==> config.mk <==
export PLATFORM = sky130hd
export DESIGN_NAME = fixed_point_mean_square
export DESIGN_NICKNAME = d
export VERILOG_FILES = /design/src/rtl/fixed_point_pkg.sv /design/src/rtl/fixed_point_square_reg.sv /design/src/rtl/fixed_point_mean_square.sv
export SDC_FILE = /design/constraint.sdc
export NUM_CORES = 1
export LEC_CHECK = 0
export CAP_MARGIN = 40
export CORE_UTILIZATION = 65
export CTS_CLUSTER_DIAMETER = 30
export CTS_CLUSTER_SIZE = 12
export DETAILED_ROUTE_END_ITERATION = 8
export DONT_BUFFER_PORTS = 1
export GPL_TIMING_DRIVEN = 0
export PLACE_DENSITY = 0.88
export SLEW_MARGIN = 15
export SYNTH_ARGS = -nofsm -noshare
export SYNTH_HDL_FRONTEND = slang
export SYNTH_SLANG_ARGS = --single-unit
==> constraint.sdc <==
create_clock -name clk -period 4 [get_ports clk]
set_input_delay 0.4 -clock clk [delete_from_list [all_inputs] [get_ports clk]]
set_output_delay 0.4 -clock clk [all_outputs]
set_load 0.02 [all_outputs]
==> src/rtl/fixed_point_pkg.sv <==
// -----------------------------------------------------------------------------
// fixed_point_pkg
//   Shared types and helpers for the fixed-point datapath blocks.
//   - state_t     : control states of the mean-square accumulator
//   - acc_width() : accumulator width that cannot overflow for a block of 2^log2n squares
//   - sat_rescale(): mean + fractional rescale + round + clamp, with upflow/downflow flags
// -----------------------------------------------------------------------------
package fixed_point_pkg;

  typedef enum logic [1:0] {
    ST_ACC,
    ST_DRAIN,
    ST_HOLD
  } state_t;

  typedef struct packed {
    logic [63:0] data;
    logic        upflow;
    logic        downflow;
  } rescale_t;

  function automatic int unsigned acc_width(input int unsigned wi,
                                            input int unsigned wf,
                                            input int unsigned log2n);
    return 2 * (wi + wf) + log2n;
  endfunction

  // sum is a non-negative value with in_frac fractional bits. It is divided by
  // 2^shift (truncating), then converted to an unsigned out_int.out_frac value
  // whose top (sign) bit is always 0. Saturation is decided on the exact mean so
  // a value just above the ceiling that would round down to it still flags.
  function automatic rescale_t sat_rescale(input logic [63:0] sum,
                                           input int unsigned shift,
                                           input int unsigned in_frac,
                                           input int unsigned out_int,
                                           input int unsigned out_frac,
                                           input logic        do_round);
    rescale_t    r;
    logic [63:0] mean;
    logic [63:0] conv;
    logic [63:0] max_out;
    int unsigned d;
    r       = '0;
    mean    = sum >> shift;
    max_out = (64'd1 << (out_int + out_frac - 1)) - 64'd1;
    if (out_frac < in_frac) begin
      d    = in_frac - out_frac;
      conv = mean;
      if (do_round) conv = conv + (64'd1 << (d - 1));
      conv     = conv >> d;
      r.upflow = (mean > (max_out << d));
    end else begin
      d        = out_frac - in_frac;
      conv     = mean << d;
      r.upflow = (conv > max_out);
    end
    if (conv > max_out) r.upflow = 1'b1;
    r.data     = r.upflow ? max_out : conv;
    r.downflow = (sum != '0) && (conv == '0);
    return r;
  endfunction

endpackage

==> src/rtl/fixed_point_square_reg.sv <==
// -----------------------------------------------------------------------------
// fixed_point_square_reg
//   Registered signed squarer (first pipeline stage). The square of a signed
//   W-bit value is non-negative and fits 2*W bits, including -2^(W-1).
// Ports:
//   clk, rst_n : clock, asynchronous active-low reset
//   i_clr      : synchronous clear of the valid flag and square
//   i_en       : accept i_data this cycle
//   i_data     : signed sample
//   o_sq       : registered square (unsigned, 2*W bits)
//   o_vld      : o_sq holds a square not yet consumed
// -----------------------------------------------------------------------------
module fixed_point_square_reg #(
  parameter int unsigned W = 16
) (
  input  logic             clk,
  input  logic             rst_n,
  input  logic             i_clr,
  input  logic             i_en,
  input  logic [W-1:0]     i_data,
  output logic [2*W-1:0]   o_sq,
  output logic             o_vld
);

  logic signed [2*W-1:0] w_prod;

  assign w_prod = $signed(i_data) * $signed(i_data);

  always_ff @(posedge clk or negedge rst_n) begin
    if (!rst_n) begin
      o_sq  <= '0;
      o_vld <= 1'b0;
    end else if (i_clr) begin
      o_sq  <= '0;
      o_vld <= 1'b0;
    end else begin
      o_vld <= i_en;
      if (i_en) o_sq <= w_prod;
    end
  end

endmodule

==> src/rtl/fixed_point_mean_square.sv <==
// -----------------------------------------------------------------------------
// fixed_point_mean_square
//   Streaming mean-square of blocks of 2^LOG2N signed WI.WF samples, emitted in
//   WOI.WOF format (saturated) for a downstream fixed-point square root.
// Ports:
//   clk, rst           : clock, asynchronous active-low reset
//   clr                : synchronous block abort (priority over handshakes)
//   in_valid/in_ready  : sample handshake, in_data signed WI+WF bits
//   out_valid/out_ready: result handshake, out_data WOI+WOF bits (>= 0)
//   upflow, downflow   : saturation / nonzero-rounded-to-zero, qualified by out_valid
//   out_peak           : max |in_data| of the block (only with
//                        FIXED_POINT_MEAN_SQUARE_PEAK_EN defined)
// -----------------------------------------------------------------------------
module fixed_point_mean_square
  import fixed_point_pkg::*;
#(
  parameter int unsigned WI    = 8,
  parameter int unsigned WF    = 8,
  parameter int unsigned WOI   = 9,
  parameter int unsigned WOF   = 10,
  parameter int unsigned LOG2N = 2,
  parameter int unsigned ROUND = 1
) (
  input  logic                 clk,
  input  logic                 rst,
  input  logic                 clr,
  input  logic                 in_valid,
  output logic                 in_ready,
  input  logic [WI+WF-1:0]     in_data,
  output logic                 out_valid,
  input  logic                 out_ready,
  output logic [WOI+WOF-1:0]   out_data,
  output logic                 upflow,
  output logic                 downflow
`ifdef FIXED_POINT_MEAN_SQUARE_PEAK_EN
  ,
  output logic [WI+WF-1:0]     out_peak
`endif
);

  localparam int unsigned W     = WI + WF;
  localparam int unsigned SQ_W  = 2 * W;
  localparam int unsigned ACC_W = acc_width(WI, WF, LOG2N);
  localparam int unsigned WO    = WOI + WOF;
  localparam int unsigned N     = 1 << LOG2N;

  state_t             r_state;
  logic [LOG2N:0]     r_cnt;
  logic [ACC_W-1:0]   r_acc;

  logic               w_accept;
  logic [SQ_W-1:0]    w_sq;
  logic               w_sq_vld;
  logic [ACC_W-1:0]   w_sum;
  rescale_t           w_conv;
  logic [WO-1:0]      w_out_data;
  logic [63-WO:0]     w_conv_unused_hi;

  assign in_ready = (r_state == ST_ACC);
  assign w_accept = in_valid && in_ready && !clr;

  fixed_point_square_reg #(
    .W (W)
  ) u_square (
    .clk    (clk),
    .rst_n  (rst),
    .i_clr  (clr),
    .i_en   (w_accept),
    .i_data (in_data),
    .o_sq   (w_sq),
    .o_vld  (w_sq_vld)
  );

  // During DRAIN the last square is still in stage 1, so the result is formed
  // from accumulator + pending square rather than waiting another cycle.
  assign w_sum  = r_acc + ACC_W'(w_sq);
  assign w_conv = sat_rescale(64'(w_sum), LOG2N, 2 * WF, WOI, WOF, (ROUND != 0));
  assign {w_conv_unused_hi, w_out_data} = w_conv.data;

  always_ff @(posedge clk or negedge rst) begin
    if (!rst) begin
      r_state   <= ST_ACC;
      r_cnt     <= '0;
      r_acc     <= '0;
      out_valid <= 1'b0;
      out_data  <= '0;
      upflow    <= 1'b0;
      downflow  <= 1'b0;
    end else if (clr) begin
      r_state   <= ST_ACC;
      r_cnt     <= '0;
      r_acc     <= '0;
      out_valid <= 1'b0;
    end else begin
      if (w_sq_vld) r_acc <= w_sum;
      unique case (r_state)
        ST_ACC: begin
          if (w_accept) begin
            r_cnt <= r_cnt + 1'b1;
            if (r_cnt == (LOG2N + 1)'(N - 1)) r_state <= ST_DRAIN;
          end
        end
        ST_DRAIN: begin
          out_data  <= w_out_data;
          upflow    <= w_conv.upflow;
          downflow  <= w_conv.downflow;
          out_valid <= 1'b1;
          r_state   <= ST_HOLD;
        end
        ST_HOLD: begin
          if (out_ready) begin
            out_valid <= 1'b0;
            r_cnt     <= '0;
            r_acc     <= '0;
            r_state   <= ST_ACC;
          end
        end
        default: r_state <= ST_ACC;
      endcase
    end
  end

`ifdef FIXED_POINT_MEAN_SQUARE_PEAK_EN
  logic [W-1:0] w_abs;
  logic [W-1:0] r_peak_run;

  // |most negative| has no positive representation; clamp to max positive.
  always_comb begin
    w_abs = in_data;
    if (in_data == {1'b1, {(W-1){1'b0}}}) w_abs = {1'b0, {(W-1){1'b1}}};
    else if (in_data[W-1])                w_abs = -in_data;
  end

  always_ff @(posedge clk or negedge rst) begin
    if (!rst) begin
      r_peak_run <= '0;
      out_peak   <= '0;
    end else if (clr) begin
      r_peak_run <= '0;
      out_peak   <= '0;
    end else begin
      if (w_accept && (w_abs > r_peak_run)) r_peak_run <= w_abs;
      if (r_state == ST_DRAIN)              out_peak   <= r_peak_run;
      if ((r_state == ST_HOLD) && out_ready) r_peak_run <= '0;
    end
  end
`endif

endmodule
==> impl_metrics.py, run 1 <==
metrics = {
    "outcome": {
        "outcome": "finished with violations",
        "violations": "negative setup slack",
    },
    "min_path": {
        "holdPathStages": 2,
        "min_to": "r_state[1]$_DFFE_PN0P_",
        "hp-class": "input port to flip-flop",
        "hp-start": "out_ready",
    },
    "place": {
        "dpl.cell_count": 2100,
        "pre_cts_slack_ns": -2.967,
        "port_buffers": 0,
        "place_congestion": 0.9794,
        "place_area_mm2": 0.01679,
        "dp_hpwl_um": 31070,
    },
    "critical_path": {
        "rrSetupSlack_ns": 0.06,
        "rr_endpoint": "downflow$_DFFE_PN0P_",
        "arrival_ns": 6.85,
        "path_class": "input port to flip-flop",
        "cp_slowest_cell": "fa_2",
        "crit_top_cell": "fa_2",
        "critPathMaxFanout": 5,
        "endpoint_kind": "flip-flop",
        "cp.required_ns": 4.23,
        "r2r-start": "u_square.o_sq[3]$_DFFE_PN0P_",
        "rr_worst_depth": 14,
        "crit_path_max_incr_delay_ns": 0.57,
        "start_kind": "input port",
    },
    "cells_and_area": {
        "drive_gt1_share_pct": 21.77,
        "final_cell_count_no_fill": 2225,
        "antenna_cells": 0,
        "mostFrequentLayoutCell": "inv_1",
        "final_cell_mix": "325 x inv_1, 220 x fa_1, 135 x nor2_1",
        "multi_input_area_mm2": 0.01292,
        "postLayoutCoreUtil_pct": 80.40,
        "final_design_area_no_fill_mm2": 0.01893,
        "area_growth_pct": 20.86,
        "fin_nets": 2283,
        "regArea_mm2": 0.002328,
        "num-fill-cells": 1373,
    },
    "synthesis": {
        "synth.top_cells.by_area": "fa_1 30%, dfrtp_1 15%, ha_1 10%, inv_1 8.9%, nand2_1 3.7%",
        "ys_async_sr_fraction_pct": 100.0,
        "ys_warn_count": 0,
        "synth_nets": 2163,
        "ys.flop_type": "dfrtp_1",
        "ys_types": 82,
        "avgSynthCellArea_um2": 8.794,
        "synth_edf_count": 0,
        "ys_seq_elements": 93,
        "syn_area_mm2": 0.01566,
        "ys_seq_area_share_pct": 14.86,
        "synth_top_cell_by_area": "fa_1",
        "synth.top_cell.area_share_pct": 30.04,
        "syn_inst": 1781,
    },
    "timing": {
        "fmax_mhz": 151.1,
        "setup_ws_ns": -2.617,
        "setup_violations": 24,
        "hold_viol_final": 0,
        "worst_slew_pin_slew_ns": 0.8524,
        "fin_crit_ns": 6.617,
        "clock_skew_ns": 0.01423,
        "rsz0062_at_grt": "true",
        "maxSlewHeadroom_pct": 43.17,
        "drv_slew": 0,
        "period_share_pct": 165.4,
    },
    "global_route": {
        "grt_first_pass_wirelength_um": 65560,
        "met1_usage_pct": 43.90,
        "track_usage_pct": 34.09,
        "grt_pass1_vias": 13254,
        "grt-ovfl-total": 0,
        "use_met2_pct": 58.74,
        "busiest_layer": "met2",
        "antenna_found_initial": 0,
        "grt_use_met3_pct": 4.240,
        "grt_max_degree": 94,
    },
    "route": {
        "vias": 13378,
        "drtIter0Drc": 972,
        "drc_errors": 0,
        "first_pass_iters": 5,
        "vias_per_cell": 6.013,
        "wirelength_um": 45100,
        "ant_nets": 0,
        "wire_per_inst_um": 20.27,
    },
    "cts": {
        "cts_tree": "yes",
        "cts_buffers": 9,
        "clockBufferDepth": 2,
        "insertion_delay_ns": 0.36,
        "cts.htree.levels": 3,
        "cts.clk_slew.worst_paths_ns": 0.08,
        "clock_sinks": 93,
        "root_buffer": "clkbuf_16",
    },
    "floorplanning": {
        "start_util_pct": 66.52,
        "die_x_um": 157.2,
        "rows": 56,
        "die_area_mm2": 0.02472,
        "core_mm2": 0.02354,
        "io_pins": 44,
        "die-height_um": 157.2,
    },
    "job": {
        "drv_cap": 0,
    },
}
[routing by layer]
layer / share of wire (%) / wire (µm)
met5: 0 / 0
met4: 5.3 / 2386
met3: 7.2 / 3231
met2: 49 / 22120
met1: 38 / 17360
[state kept, by name, indices dropped and copies added, names as in the netlist]
signal          count
r_cnt               3
u_square.o_sq      31
downflow            1
out_data           19
r_state             2
out_valid           1
r_acc              34
u_square.o_vld      1
upflow              1
[worst max path at each step]
stage                     depth (start not counted)   startpoint                             to
final                                            27  in_data[15]  u_square.o_sq[31]$_DFFE_PN0P_
after global routing                             27  in_data[15]  u_square.o_sq[31]$_DFFE_PN0P_
after CTS                                        26  in_data[15]  u_square.o_sq[31]$_DFFE_PN0P_
after detailed placement                         26  in_data[14]  u_square.o_sq[31]$_DFFE_PN0P_
after global placement                           23  in_data[15]  u_square.o_sq[31]$_DFFE_PN0P_
after floorplan                                  23  in_data[15]  u_square.o_sq[31]$_DFFE_PN0P_
[worst max-delay path, delay by kind of cell]
family	cells	cell delay (ns)
adder cells (fa/ha/maj)	7	3.32
AO/OA/AOI/OAI	8	1.45
AND/OR/NAND/NOR	5	1.06
buffers and inverters	7	0.59
[area by class of cell]
cell class | instances | area share [%]
Buffer | 57 | 2.981
Clock buffer | 9 | 1.190
Clock inverter | 7 | 0.4759
Inverter | 372 | 7.542
Multi-Input combinational cell | 1253 | 68.24
Sequential cell | 93 | 12.30
Tap cell | 319 | 2.109
Timing Repair Buffer | 115 | 5.163
[synthesized netlist by cell type (all sizes together) (14+ instances only)]
cell type and count:
or3 14, and2 50, clkbuf 56, nor3 19
a21oi 48, dfrtp 93, mux2i 31, xor2 22
xnor2 59, fa 235, ha 126, a31oi 31
nand2 154, nand3 26, inv 371, nor2 140
a21o 28, a211oi 21, nand2b 14, o21ai 61
[timing repair]
item,4_1_cts,5_1_grt
gates cloned,0,1
endpoints found under the hold margin,93,0
buffers inserted,49,65
pin swaps,74,110
hold buffers,2,0
setup endpoints to repair,42,44
resized for setup,73,168
[cells by family (layout without fill, tap and decap cells)]
family                     count (synthesis)  after routing  synth area share (%)
and+or+nand+nor                          492            492                 15.29
DFF                                       93             93                 14.86
buffers and inverters                    435            560                 10.51
xor gates and xnor gates                  81             81                 4.530
AOI/OAI and AO/OA                        285            285                 12.50
muxes                                     34             34                 2.197
adders and majority gates                361            361                 40.11
[per-stage QoR]
step,setup TNS [ns],hold WS [ns]
finish,-37.86,0.2204
floorplan,-29.80,0.1044
global route,-40.64,0.2360
CTS,-29.41,0.2195
detailed placement,-44.22,0.1063
global placement,-41.14,0.1068
Power of run 1 is not shown: default switching activity piles up to over one toggle a cycle in this logic, so the estimate is an artifact.
==> inputs of run 2 (changes only) <==
--- a/config.mk
+++ b/config.mk
@@ -13,6 +13,7 @@
 export DONT_BUFFER_PORTS = 1
 export GPL_TIMING_DRIVEN = 0
 export PLACE_DENSITY = 0.88
+export SKIP_LAST_GASP = 1
 export SLEW_MARGIN = 15
 export SYNTH_ARGS = -nofsm -noshare
 export SYNTH_HDL_FRONTEND = slang
==> run 2 against run 1 <==
Effect of this change:
- the flow still finishes with violations (negative setup slack)
- clock skew shrank 0.00063 ns
- flip-flop and latch count is the same
- first-iteration DRC count shrank 6.6%
- utilization shrank 1.2 points
- non-clock buffer count fell by 20
- maximum frequency increased by 2.6%
- global-route usage is 0.099 points lower
- cell area fell by 1.5%
- die area unchanged
==> impl_metrics.py, run 2 (same netlist as run 1, synthesis figures left out) <==
metrics = {
    "outcome": {
        "outcome": "finished with violations",
        "violations": "negative setup slack",
    },
    "timing": {
        "clock_skew_ns": 0.01360,
        "hold_viol_final": 0,
        "setup_violations": 23,
        "fmax_mhz": 155.1,
        "fin_crit_ns": 6.449,
        "period_share_pct": 161.2,
        "tns_ns": -34.62,
        "setup_ws_ns": -2.449,
        "maxSlewHeadroom_pct": 43.51,
        "worst_slew_pin_slew_ns": 0.8473,
        "rsz0062_at_grt": "true",
        "drv_slew": 0,
    },
    "cts": {
        "clockBufferDepth": 2,
        "cts_tree": "yes",
        "cts_buffers": 9,
        "insertion_delay_ns": 0.35,
        "cts.htree.levels": 3,
        "root_buffer": "clkbuf_16",
        "clock_sinks": 93,
        "cts.clk_slew.worst_paths_ns": 0.08,
    },
    "critical_path": {
        "rr_worst_depth": 14,
        "arrival_ns": 6.69,
        "crit_start": "in_data[15]",
        "r2r-start": "u_square.o_sq[3]$_DFFE_PN0P_",
        "rrSetupSlack_ns": 0.08,
        "critPathMaxFanout": 5,
        "rr_endpoint": "downflow$_DFFE_PN0P_",
        "crit_path_end": "u_square.o_sq[31]$_DFFE_PN0P_",
        "path_class": "input port to flip-flop",
        "start_kind": "input port",
        "endpoint_kind": "flip-flop",
        "cp.required_ns": 4.24,
    },
    "cells_and_area": {
        "regArea_mm2": 0.002328,
        "drive_gt1_share_pct": 20.10,
        "final_cell_mix": "331 x inv_1, 223 x fa_1, 135 x nor2_1",
        "antenna_cells": 0,
        "top_register": "r_acc",
        "mostFrequentLayoutCell": "inv_1",
        "fin_nets": 2263,
        "area_growth_pct": 19.02,
        "largest_register_ffs": 34,
        "num-fill-cells": 1451,
        "multi_input_area_mm2": 0.01282,
        "top_regs": "r_acc x34, u_square.o_sq x31, out_data x19",
    },
    "min_path": {
        "hp-class": "input port to flip-flop",
    },
    "place": {
        "place_congestion": 0.9794,
        "port_buffers": 0,
        "dp_hpwl_um": 31070,
    },
    "global_route": {
        "grt_pass1_vias": 13236,
        "grt_max_degree": 94,
        "track_usage_pct": 33.99,
        "grt-ovfl-total": 0,
        "grt_first_pass_wirelength_um": 65330,
        "antenna_found_initial": 0,
    },
    "floorplanning": {
        "core_mm2": 0.02354,
        "die_area_mm2": 0.02472,
        "die_x_um": 157.2,
        "start_util_pct": 66.52,
        "rows": 56,
        "io_pins": 44,
        "die-height_um": 157.2,
    },
    "route": {
        "vias": 13143,
        "wire_per_inst_um": 19.48,
        "ant_nets": 0,
        "first_pass_iters": 5,
        "drc_errors": 0,
        "drtIter0Drc": 908,
        "wirelength_um": 42950,
        "vias_per_cell": 5.961,
    },
    "job": {
        "drv_cap": 0,
    },
}
-- run 2: worst min-delay path by stage --
stage,end,depth (start not counted),from
finish,r_state[1]$_DFFE_PN0P_,2,out_ready
CTS,r_state[1]$_DFFE_PN0P_,2,out_ready
floorplan,downflow$_DFFE_PN0P_,0,rst
global route,r_state[1]$_DFFE_PN0P_,2,out_ready
global placement,r_acc[5]$_DFF_PN0_,0,rst
detailed placement,r_acc[3]$_DFF_PN0_,0,rst
-- run 2: what timing repair did --
| action | 4_1_cts | 5_1_grt |
|---|---|---|
| buffers inserted | 49 | 52 |
| resized for setup | 65 | 141 |
| setup endpoints to repair | 42 | 44 |
| endpoints found under the hold margin | 93 | 0 |
| cloned | 0 | 0 |
| pin swaps | 70 | 102 |
| hold buffers | 2 | 0 |
-- run 2: cell type report --
cell class | count | area share, %
multi-input cells | 1253 | 68.78
clock buffers | 9 | 1.208
repair buffers | 95 | 4.229
inverters | 372 | 7.639
clock inverters | 7 | 0.4833
flip-flops and latches | 93 | 12.49
well taps | 319 | 2.141
plain buffers | 57 | 3.027
-- run 2: worst max-delay path, cell delays in order --
cell and delay, ns:
clkbuf_16 0.14, clkbuf_16 0.15, and2_4 0.14, fa_2 0.57
inv_4 0.05, buf_4 0.14, fa_2 0.52, inv_1 0.05
fa_1 0.51, fa_2 0.46, fa_1 0.49, inv_1 0.05
fa_1 0.52, inv_2 0.06, ha_4 0.18, a21oi_2 0.14
o21bai_1 0.09, a21o_1 0.16, a21o_1 0.23, a21oi_4 0.21
buf_4 0.16, o31ai_4 0.08, a31oi_4 0.21, o21ai_2 0.09
nor4_2 0.18, nor4b_1 0.11, or3_1 0.32, a32o_1 0.26
-- run 2: per-layer routing --
layer  wire length (µm)  track usage (%)  vias up  part of all wire (%)
met4               1980            12.85        0                   4.6
li1                   -                -     5943                     -
met2              21190            58.81      584                    49
met3               2919            4.185      144                   6.8
met1              16860            43.69     6472                    39
met5                  0                0        -                     0
-- run 2: stage by stage --
step	hold WS [ns]	area [µm²]	worst slack, ns	std cells	util, %
2_1_floorplan	0.1044	16390	-2.332	1781	-
3_3_place_gp	0.1068	16790	-2.838	2100	71.30
3_5_place_dp	0.1063	16790	-2.967	2100	71.30
4_1_cts	0.2195	17790	-2.370	2164	75.55
5_1_grt	0.2411	18640	-2.640	2205	79.18
6_report	0.2188	18640	-2.449	2205	79.18
Power of run 2 is left out for the same reason.
